## src/rtl/bp_be_late_wb_buffer.sv

```systemverilog
// bp_be_late_wb_buffer
//   In-order FIFO that gathers long-latency writebacks and replays them on the
//   late-writeback port of the BE scheduler. There are two sources: ilong
//   (integer/PTW data from D$ miss returns) and flong (fdiv/fsqrt results).
//   Packets are stored and returned bit-exact and are never interpreted.
//
//   wb_pkt_width_p is the width of bp_be_wb_pkt_s for the target processor
//   configuration. The default of 79 is {ird_w_v, frd_w_v, ptw_w_v,
//   rd_addr[4:0], rd_data[65:0], fflags[4:0]}.
//
//   Optional feature: define BP_BE_LATE_WB_AGE_FORCE_EN to add a head-entry
//   age counter. When the head has waited age_limit_p cycles it also raises
//   force. When the macro is undefined, force depends on occupancy only.
//
// Ports
//   clk_i, reset_n_i                clock, asynchronous active-low reset
//   ilong_pkt_i/_v_i/_ready_o       integer/PTW writeback enqueue (valid-ready)
//   flong_pkt_i/_v_i/_ready_o       FP writeback enqueue (valid-ready)
//   late_wb_pkt_o/_v_o              head packet and its valid
//   late_wb_force_o                 scheduler must take the head this cycle
//   late_wb_yumi_i                  head consumed this cycle
//   occupancy_o                     current entry count
module bp_be_late_wb_buffer #(
    parameter int unsigned wb_pkt_width_p = 79,
    parameter int unsigned els_p          = 4,
    parameter int unsigned force_thresh_p = 3,
    parameter int unsigned age_limit_p    = 16
) (
    input  logic                         clk_i,
    input  logic                         reset_n_i,
    input  logic [wb_pkt_width_p-1:0]    ilong_pkt_i,
    input  logic                         ilong_v_i,
    output logic                         ilong_ready_o,
    input  logic [wb_pkt_width_p-1:0]    flong_pkt_i,
    input  logic                         flong_v_i,
    output logic                         flong_ready_o,
    output logic [wb_pkt_width_p-1:0]    late_wb_pkt_o,
    output logic                         late_wb_v_o,
    output logic                         late_wb_force_o,
    input  logic                         late_wb_yumi_i,
    output logic [$clog2(els_p+1)-1:0]   occupancy_o
);

    localparam int unsigned cnt_w_lp = $clog2(els_p + 1);
    localparam int unsigned ptr_w_lp = $clog2(els_p);
    localparam logic [ptr_w_lp-1:0] last_ptr_lp = ptr_w_lp'(els_p - 1);

    typedef enum logic {
        PRIO_ILONG = 1'b0,
        PRIO_FLONG = 1'b1
    } prio_e;

    logic [wb_pkt_width_p-1:0] mem_q [els_p];
    logic [ptr_w_lp-1:0]       wr_ptr_q, wr_ptr_d;
    logic [ptr_w_lp-1:0]       rd_ptr_q, rd_ptr_d;
    logic [cnt_w_lp-1:0]       count_q, count_d;
    prio_e                     prio_q, prio_d;

    logic                      full, empty;
    logic                      ilong_fire, flong_fire;
    logic                      enq, deq;
    logic [wb_pkt_width_p-1:0] enq_pkt;
    logic                      age_force;

    // Depth need not be a power of two, so wrap explicitly.
    function automatic logic [ptr_w_lp-1:0] ptr_inc(input logic [ptr_w_lp-1:0] p);
        return (p == last_ptr_lp) ? '0 : p + 1'b1;
    endfunction

    always_comb begin
        full  = (count_q == cnt_w_lp'(els_p));
        empty = (count_q == '0);

        // A source is refused only when full or when it loses arbitration to
        // the other valid source. Ready never depends on yumi, so there is no
        // full-buffer bypass.
        ilong_ready_o = ~full & (~flong_v_i | (ilong_v_i & (prio_q == PRIO_ILONG)));
        flong_ready_o = ~full & (~ilong_v_i | (flong_v_i & (prio_q == PRIO_FLONG)));

        ilong_fire = ilong_v_i & ilong_ready_o;
        flong_fire = flong_v_i & flong_ready_o;
        enq        = ilong_fire | flong_fire;
        enq_pkt    = ilong_fire ? ilong_pkt_i : flong_pkt_i;
        deq        = late_wb_yumi_i & ~empty;

        wr_ptr_d = enq ? ptr_inc(wr_ptr_q) : wr_ptr_q;
        rd_ptr_d = deq ? ptr_inc(rd_ptr_q) : rd_ptr_q;

        count_d = count_q;
        case ({enq, deq})
            2'b10:   count_d = count_q + 1'b1;
            2'b01:   count_d = count_q - 1'b1;
            default: count_d = count_q;
        endcase

        prio_d = prio_q;
        if (ilong_v_i & flong_v_i & ~full) begin
            prio_d = (prio_q == PRIO_ILONG) ? PRIO_FLONG : PRIO_ILONG;
        end
    end

    always_ff @(posedge clk_i or negedge reset_n_i) begin
        if (!reset_n_i) begin
            wr_ptr_q <= '0;
            rd_ptr_q <= '0;
            count_q  <= '0;
            prio_q   <= PRIO_ILONG;
        end else begin
            wr_ptr_q <= wr_ptr_d;
            rd_ptr_q <= rd_ptr_d;
            count_q  <= count_d;
            prio_q   <= prio_d;
        end
    end

    // Entry storage is deliberately not reset.
    always_ff @(posedge clk_i) begin
        if (enq) begin
            mem_q[wr_ptr_q] <= enq_pkt;
        end
    end

`ifdef BP_BE_LATE_WB_AGE_FORCE_EN
    localparam int unsigned age_w_lp = $clog2(age_limit_p + 1);
    localparam logic [age_w_lp-1:0] age_max_lp = age_w_lp'(age_limit_p);

    logic [age_w_lp-1:0] age_q, age_d;

    // The age counter measures how long the current head has waited. It
    // restarts on every pop and saturates at the limit.
    always_comb begin
        age_d = age_q;
        if (deq | empty) begin
            age_d = '0;
        end else if (age_q != age_max_lp) begin
            age_d = age_q + 1'b1;
        end
        age_force = (age_q == age_max_lp);
    end

    always_ff @(posedge clk_i or negedge reset_n_i) begin
        if (!reset_n_i) begin
            age_q <= '0;
        end else begin
            age_q <= age_d;
        end
    end
`else
    always_comb begin
        age_force = 1'b0;
    end
`endif

    always_comb begin
        late_wb_v_o     = ~empty;
        late_wb_pkt_o   = mem_q[rd_ptr_q];
        late_wb_force_o = late_wb_v_o & ((count_q >= cnt_w_lp'(force_thresh_p)) | age_force);
        occupancy_o     = count_q;
    end

    a_params_legal: assert property (@(posedge clk_i)
        (els_p >= 2) && (force_thresh_p >= 1) && (force_thresh_p <= els_p) && (age_limit_p >= 1));

    a_yumi_needs_valid: assert property (@(posedge clk_i) disable iff (!reset_n_i)
        late_wb_yumi_i |-> late_wb_v_o);

endmodule

```

## config.mk

```make
export PLATFORM = sky130hd
export DESIGN_NAME = bp_be_late_wb_buffer
export DESIGN_NICKNAME = d
export VERILOG_FILES = /design/src/rtl/bp_be_late_wb_buffer.sv
export SDC_FILE = /design/constraint.sdc
export NUM_CORES = 1
export LEC_CHECK = 0
export CORE_ASPECT_RATIO = 1.1
export CORE_UTILIZATION = 40
export DETAILED_ROUTE_END_ITERATION = 8
export PLACE_DENSITY = 0.6
export SKIP_CTS_REPAIR_TIMING = 1
export SLEW_MARGIN = 20
export SYNTH_ARGS = -nofsm -noshare
export SYNTH_HDL_FRONTEND = slang
export SYNTH_SLANG_ARGS = --single-unit
export TNS_END_PERCENT = 5
```

## constraint.sdc

```tcl
create_clock -name clk_i -period 5.4 [get_ports clk_i]
set_input_delay 0.81 -clock clk_i [delete_from_list [all_inputs] [get_ports clk_i]]
set_output_delay 0.81 -clock clk_i [all_outputs]
set_load 0.02 [all_outputs]
```

---- Word level (Yosys, flattened, before mapping) ----
Memory sizes are Yosys's and may differ from the RTL's.
Cells that the tools add are included.
word-level totals
  flip-flop bits (word level) ............. 8
  latch bits .............................. 0
  RAM bits ................................ 316
  ROM bits ................................ 0
  logic and storage cells ................. 42
  memories kept ........................... 1
operators by class
  add/subtract/negate cells ............... 4
  multiply operators ...................... 0
  div/mod/pow operators ................... 0
  order comparisons ....................... 1
  eq/ne operators ......................... 5
  shift-type cells ........................ 0
  muxes and demuxes ....................... 7
  bitwise operators ....................... 18
  reductions and logical operators ........ 2
memories
  memory  words  width  rd ports  clocked after Yosys merged registers in  write ports  line  source
  mem_q   4      79     1         0                                        1            53    logic [wb_pkt_width_p-1:0] mem_q [els_p];
operators with widths
  operator               count
  $mux W79               1
  $and A1 B1 Y1          10
  $eq A2 B2 Y1 const B   3
  $pmux W3 S2            1
  $not A1 Y1             5
  $add A2 B1 Y2 const B  2
  $mux W2                2
  $add A3 B1 Y3 const B  1
  $eq A3 B3 Y1 const B   1
  $ge A3 B2 Y1 const B   1
  $logic_not A3 Y1       1
  $mux W1                3
  $or A1 B1 Y1           3
  $sub A3 B1 Y3 const B  1
  $eq A2 B1 Y1 const B   1
  $reduce_bool A2 Y1     1

---- Longest topological paths before layout ----
Gate-level depths: netlist of run 1.
  depth in word-level cells ............... 8
  mapped depth ............................ 9

---- Worst setup path before layout of run 1 ----
OpenSTA, ideal clock, no wires.
  path type ............................... in2reg
  start point ............................. input port ilong_v_i
  end point ............................... memory mem_q[0][0] (enable)
  library setup time ...................... 0.446 ns
  arrival time ............................ 2.985 ns
  data required time ...................... 4.954 ns
  setup slack ............................. 1.969 ns
  stages on the path ...................... 3
  buffers on the path ..................... 0
  cells stage by stage .................... nor2_1 nor2_1 and2_1
between the ends
  longest elaborated chain between the ends .. 7
  elaborated cells between the ends (all ways) .. 11
  those cells by class .................... 2 x mux; 9 x bitwise
ends and longest elaborated chain
  item                                                line    source
  from (decl)                                         32      input logic ilong_v_i,
  $and A1 B1 Y1 / $not A1 Y1 (equally long branches)  77, 78
  $or A1 B1 Y1 (on tied branches)                     77, 78
  $and A1 B1 Y1 (on tied branches)                    77, 78
  $and A1 B1 Y1 (on tied branches)                    80, 81
  $or A1 B1 Y1 (*)                                    82      enq = ilong_fire | flong_fire;
  $mux W1 (*)                                         118     if (enq) begin
  $mux W1 (implied by the code) (*)                   119     mem_q[wr_ptr_q] <= enq_pkt;
  to (decl)                                           53
Every way passes the cells marked *; elsewhere a longest branch is shown, timed or not.

---- Worst setup path after layout of run 1 ----
  start point ............................. register rd_ptr_q[0]
  end point ............................... output port late_wb_pkt_o[30]
between the ends
  longest elaborated chain between the ends .. 1
ends and longest elaborated chain
  item                    line  source
  from (decl)             55    logic [ptr_w_lp-1:0] rd_ptr_q, rd_ptr_d;
  from (signal assigned)  110   rd_ptr_q <= rd_ptr_d;
  $mem_v2 Z4 W79          -
  to (decl)               37    output logic [wb_pkt_width_p-1:0] late_wb_pkt_o,
Every way passes these cells.

==> results.md, run 1 <==
- Layout cells sized above 1: 26.2%
- Core Area: 31600 sq um
- First-pass detailed-route iteration total: 4
- NetSw: 3.10 mW
- Global routing's busiest layer: met2
- Clk sink count: 324
- Fin nets: 985
- Clk_skew: 0.0116 ns
- Status: finished clean
- Layout Utilization: 53.0%
- Post-route ant nets: 0
- Worst-case clock buffer depth: 3
- Met3 usage: 2.47%
- CTS tree: yes
- #FFs+latches synth: 324
- PortBufs: 248
- First-pass GRT wire length: 38600 um
- Cell Int Power: 6.70 mW
- GRT Overall Usage: 15.3%
- Grt met2 use: 28.3%
- Hold slack final: 0.518 ns
- Number of DRC markers in iteration 0: 340
- Drt drc: 0
- Routed WL: 25000 um
- Distinct cells, synth: 28
- Vias in the first global route: 6925
- Antenna cells: 0
- Horiz. Die Dim: 173 um
- Critical Path Start: rd_ptr_q[0]
- CP required: 4.59 ns
- Min-Delay Path Class: reg2reg
- Max Slew Vio Count: 0
- Switching portion of total power: 31.7%
- FF-to-FF Start: occupancy_o[2]
- Register area share after synthesis: 75.2%
- Syn Area/Cell: 23.4 sq um
- Antenna violations before repair: 0
- Worst Tran Pin Value: 1.05 ns
- Flop pwr share: 42.0%
- Crit end category: primary output
- Largest net degree at the start of global routing: 80
- Crit share post-route: 72.3%
- Mapped Cells: 551
- H-tree Lvls: 1
- Most common library cell in the layout ignoring fill and taps: edfxtp_1
- Clock transition at the registers of the reported paths: 0.06 ns
- I/O pin total: 249
- Starting Density: 40.8%
- Min cycle time layout: 3.91 ns
- DR vias: 6231
- Die span in y: 190 um
- GRT met1 Usage: 18.4%
- Area Growth Syn to Fin: 29.9%
- P_leak: 5.51 nW
- GRT overflow: 0
- Final setup vio count: 0
- Die area: 32900 sq um
- Final hold vios: 0
- Commonest cells after routing, fill and taps aside: edfxtp_1, clkdlybuf4s50_1, mux4_2
- Total CTS buffers: 31
- Syn Nets: 721
- Gate power share: 38.7%
- Crit path max fanout: 46
- RSZ-0062 raised after global routing: no
- CP Launch Type: register
- Slew margin rel.: 30.2%
- Max VDD drop: 0.000389 V
- Mapped Area: 12900 sq um
- Rows: 68
- Yosys warns: 0
- Critical path class: reg2out
- DP HPWL: 15500 um
- CTS root buf: clkbuf_16
- Worst-Skew Late Latency: 0.56 ns
- Filler cells: 2467
- Power Dens Cells: 585 nW/um^2
- Pwr Total: 9.80 mW
- Setup TNS: 0 ns
- MaxCap Viol Count: 0
- Clk network pwr share: 19.2%
- Placed cell count: 1200
- Max Clk Rate: 0.256 GHz
- Post-DR wirelength/cell: 20.0 um
- Via density: 4.98
- Worst Path Arrival: 3.10 ns
- Hold path start: prio_q
- Final Instance Count excl. Fillers: 1252
- Routability cong.: 0.720
-- Yosys cell counts --
library cell  number  area, sq um
edfxtp_1         316         9490
mux4_2            79         1780
mux2_2            73          822
buf_2             10         50.1
mux2_4            10          150
clkbuf_1           8         30.0
dfrtp_1            8          200
inv_1              7         26.3
buf_4              6         45.0
ha_1               6         75.1
nor2_1             6         22.5
and2_1             4         25.0
xnor2_1            2         17.5
xor2_1             2         17.5
a21boi_2           1         11.3
a21o_1             1         7.51
a21oi_1            1         5.00
buf_12             1         20.0
buf_6              1         11.3
fa_1               1         20.0
mux2i_1            1         10.0
nand2_1            1         3.75
nand2_4            1         11.3
nand2b_1           1         6.26
nand3_1            1         5.00
nor3b_1            1         7.51
or3_1              1         6.26
or3b_4             1         11.3
-- logic make-up (layout without fill, tap and decap cells) --
logic type	after synthesis	in the layout	synth area share, %
multiplexers	163	163	21.4
flip-flops	324	324	75.2
AO/OA/AOI/OAI	3	3	0.184
XOR/XNOR	4	4	0.272
adder cells (fa/ha/maj)	7	7	0.738
AND/OR/NAND/NOR	17	17	0.767
buffers and inverters	33	314	1.42
-- stage by stage --
stage / worst slack, ns / cell area (sq um)
floorplan: 1.97 / 12900
finish: 1.49 / 16700
CTS: 1.36 / 16700
detailed placement: 1.82 / 15800
global placement: 1.98 / 15800
global route: 1.28 / 16700
-- power by group through the flow --
stage | sequential [mW] | combinational, mW | clock [mW]
final | 4.12 | 3.79 | 1.89
after global routing | 4.21 | 4.04 | 2.02
after CTS | 4.16 | 3.87 | 1.93
after detailed placement | 4.21 | 3.85 | 0
after global placement | 4.15 | 3.80 | 0
after floorplan | 3.99 | 2.40 | 0
-- metal layers --
metal / routed length [um] / share of wire, % / up-vias
met3: 1160 / 4.6 / 36
met4: 495 / 2.0 / 0
met2: 13400 / 53 / 171
met1: 9990 / 40 / 3203
li1: - / - / 2821
met5: 0 / 0 / -
-- critical path: stages, from the launching register on --
cell	delay, ns
dfrtp_4	0.92
buf_12	0.43
mux4_2	0.58
clkdlybuf4s50_1	0.57
-- registers in the layout (all words and copies together), names as in the netlist --
signal,cells
mem_q,316
occupancy_o,3
prio_q,1
rd_ptr_q,2
wr_ptr_q,2
-- path summary, 6_finish.rpt --
kind / slack, ns / end / depth (start not counted)
max in group asynchronous: 4.56 / rd_ptr_q[0] / 1
hold reg to reg: 0.52 / prio_q / 1
hold / removal: 0.52 / prio_q / 1
setup reg to reg: 2.71 / mem_q[1][28] / 4
setup / recovery: 1.49 / late_wb_pkt_o[30] / 3
min in group asynchronous: 0.53 / prio_q / 1
-- final cells by class --
| type | instances | area (sq um) | share of cell area, % |
|---|---|---|---|
| timing repair buffer | 257 | 2590 | 15.5 |
| clock inverter | 13 | 63.8 | 0.381 |
| clock buffer | 37 | 798 | 4.77 |
| inverter | 7 | 26.3 | 0.157 |
| multi-input combinational | 194 | 3030 | 18.1 |
| sequential | 324 | 9700 | 57.9 |
| tap | 420 | 526 | 3.14 |
No activity file was read; power rests on OpenSTA's default activity.
==> run 2, diff against run 1 <==
--- a/config.mk
+++ b/config.mk
@@ -8,7 +8,7 @@
 export CORE_ASPECT_RATIO = 1.1
 export CORE_UTILIZATION = 40
 export DETAILED_ROUTE_END_ITERATION = 8
-export PLACE_DENSITY = 0.6
+export PLACE_DENSITY = 0.63
 export SKIP_CTS_REPAIR_TIMING = 1
 export SLEW_MARGIN = 20
 export SYNTH_ARGS = -nofsm -noshare
==> constraint.sdc (replaced) <==
create_clock -name clk_i -period 3.5 [get_ports clk_i]
set_input_delay 0.525 -clock clk_i [delete_from_list [all_inputs] [get_ports clk_i]]
set_output_delay 0.525 -clock clk_i [all_outputs]
set_load 0.02 [all_outputs]
==> run 2 against run 1 <==
Against the previous run:
- design area is 1.3% higher
- clock skew grew 0.017 ns
- core utilization grew 0.70 points
- largest cell class unchanged
- clock power is 71% higher
- largest power group unchanged
- critical path type unchanged
- sequential share of layout area is 0.76 points lower
- flip-flop and latch count unchanged
==> results.md, run 2 (synthesis results as in run 1) <==
- Crit-path leading delay family: buffers and inverters
- GRT overflow: 0
- Max Clk Rate: 0.305 GHz
- Area Growth Syn to Fin: 31.6%
- Filler cells: 2449
- Crit share post-route: 93.7%
- Commonest cells after routing, fill and taps aside: edfxtp_1, clkdlybuf4s50_1, mux4_2
- Post-route ant nets: 0
- GRT Overall Usage: 15.7%
- Drt drc: 0
- Reg area: 9700 sq um
- H-tree Lvls: 1
- Starting Density: 40.8%
- CTS root buf: clkbuf_16
- Slowest stage cell, crit path: dfrtp_4
- Post-route cell area: 17000 sq um
- I/O pin total: 249
- P_leak: 5.62 nW
- Most common library cell in the layout ignoring fill and taps: edfxtp_1
- RSZ-0062 raised after global routing: no
- Critical Path Start: rd_ptr_q[0]
- Crit path max fanout: 33
- Power Dens Cells: 918 nW/um^2
- Via density: 5.02
- Routability cong.: 0.741
- CP Launch Type: register
- First-pass GRT wire length: 39400 um
- PortBufs: 248
- Largest net degree at the start of global routing: 80
- Layout Utilization: 53.7%
- Fin nets: 989
- Rows: 68
- Status: finished clean
- Multi-input logic area: 3020 sq um
- Max reg flops: 316
- DR vias: 6339
- Die span in y: 190 um
- Worst-case clock buffer depth: 3
- Min-Delay Path Class: in2async
- FF-to-FF Start: occupancy_o[2]
- Final hold vios: 0
- Routed WL: 25600 um
- MaxCap Viol Count: 0
- Total CTS buffers: 31
- Layout cells sized above 1: 27.3%
- Cell area after placement: 16000 sq um
- Clk sink count: 324
- Number of DRC markers in iteration 0: 310
- Final setup vio count: 0
- Crit end category: primary output
- Worst-Skew Late Latency: 0.57 ns
- Largest Register: mem_q
- Pwr Total: 15.6 mW
- Vias in the first global route: 7055
- Die area: 32900 sq um
- Worst Path Arrival: 2.75 ns
- Max VDD drop: 0.000593 V
- First-pass detailed-route iteration total: 4
- CP required: 2.97 ns
- Antenna cells: 0
- Worst Tran Pin Value: 0.541 ns
- Clk_skew: 0.0289 ns
- DP HPWL: 16000 um
- Slew margin rel.: 63.8%
- Antenna violations before repair: 0
- Post-DR wirelength/cell: 20.3 um
- CP max stage delay: 0.69 ns
- Placed cell count: 1206
- Crit-path cells: buf_12, mux4_2, clkdlybuf4s50_1
- CTS tree: yes
- Final Instance Count excl. Fillers: 1263
- Clock transition at the registers of the reported paths: 0.06 ns
- Max Slew Vio Count: 0
- Critical path buffer and inverter count: 2
- Critical path class: reg2out
- Setup TNS: 0 ns
- Min cycle time layout: 3.28 ns
- Horiz. Die Dim: 173 um
- Core Area: 31600 sq um
==> run 2: cell count changes in the layout (fill, tap and decap cells not counted), sizes merged <==
cell	before	now
bufinv	0	2
clkinv	11	9
buf	9	13
clkbuf	37	44
==> run 2: worst register-to-register path: cells and delay by family (launching register included) <==
kind / cells / cell delay (ns)
DFF: 1 / 0.45
and+or+nand+nor: 3 / 1.16
buffers and inverters: 1 / 0.39
==> run 2: metal layers <==
layer / wire (um) / share of wire [%] / track usage [%]
met3: 1280 / 5.0 / 2.71
met2: 13700 / 53 / 28.7
met4: 356 / 1.4 / 3.88
met5: 0 / 0 / 0
met1: 10300 / 40 / 19.5
==> run 2: path summary, 6_finish.rpt <==
path	to	slack, ns	cells after the start
max	late_wb_pkt_o[16]	0.22	3
min	rd_ptr_q[0]	0.27	1
max reg2reg	mem_q[2][31]	1.17	4
min reg2reg	prio_q	0.56	1
max in group asynchronous	rd_ptr_q[1]	2.87	1
min in group clk_i	prio_q	0.56	1
==> run 2: power by group <==
part,internal [mW],switching [mW]
clock network,1.89,1.34
logic,2.99,3.11
registers,5.80,0.432
==> run 2: cell type report <==
class                   count  share of cell area (%)
repair buffers            261                    15.8
clock inverters            13                   0.782
clock buffers              44                    5.16
flip-flops and latches    324                    57.2
well taps                 420                    3.10
inverters                   7                   0.155
multi-input cells         194                    17.8
==> run 2: per-stage QoR <==
stage	setup slack, ns	hold WS (ns)
2_1_floorplan	0.200	0.229
3_3_place_gp	0.743	0.494
3_5_place_dp	0.692	0.542
4_1_cts	0.122	0.241
5_1_grt	0.0639	0.271
6_report	0.222	0.266
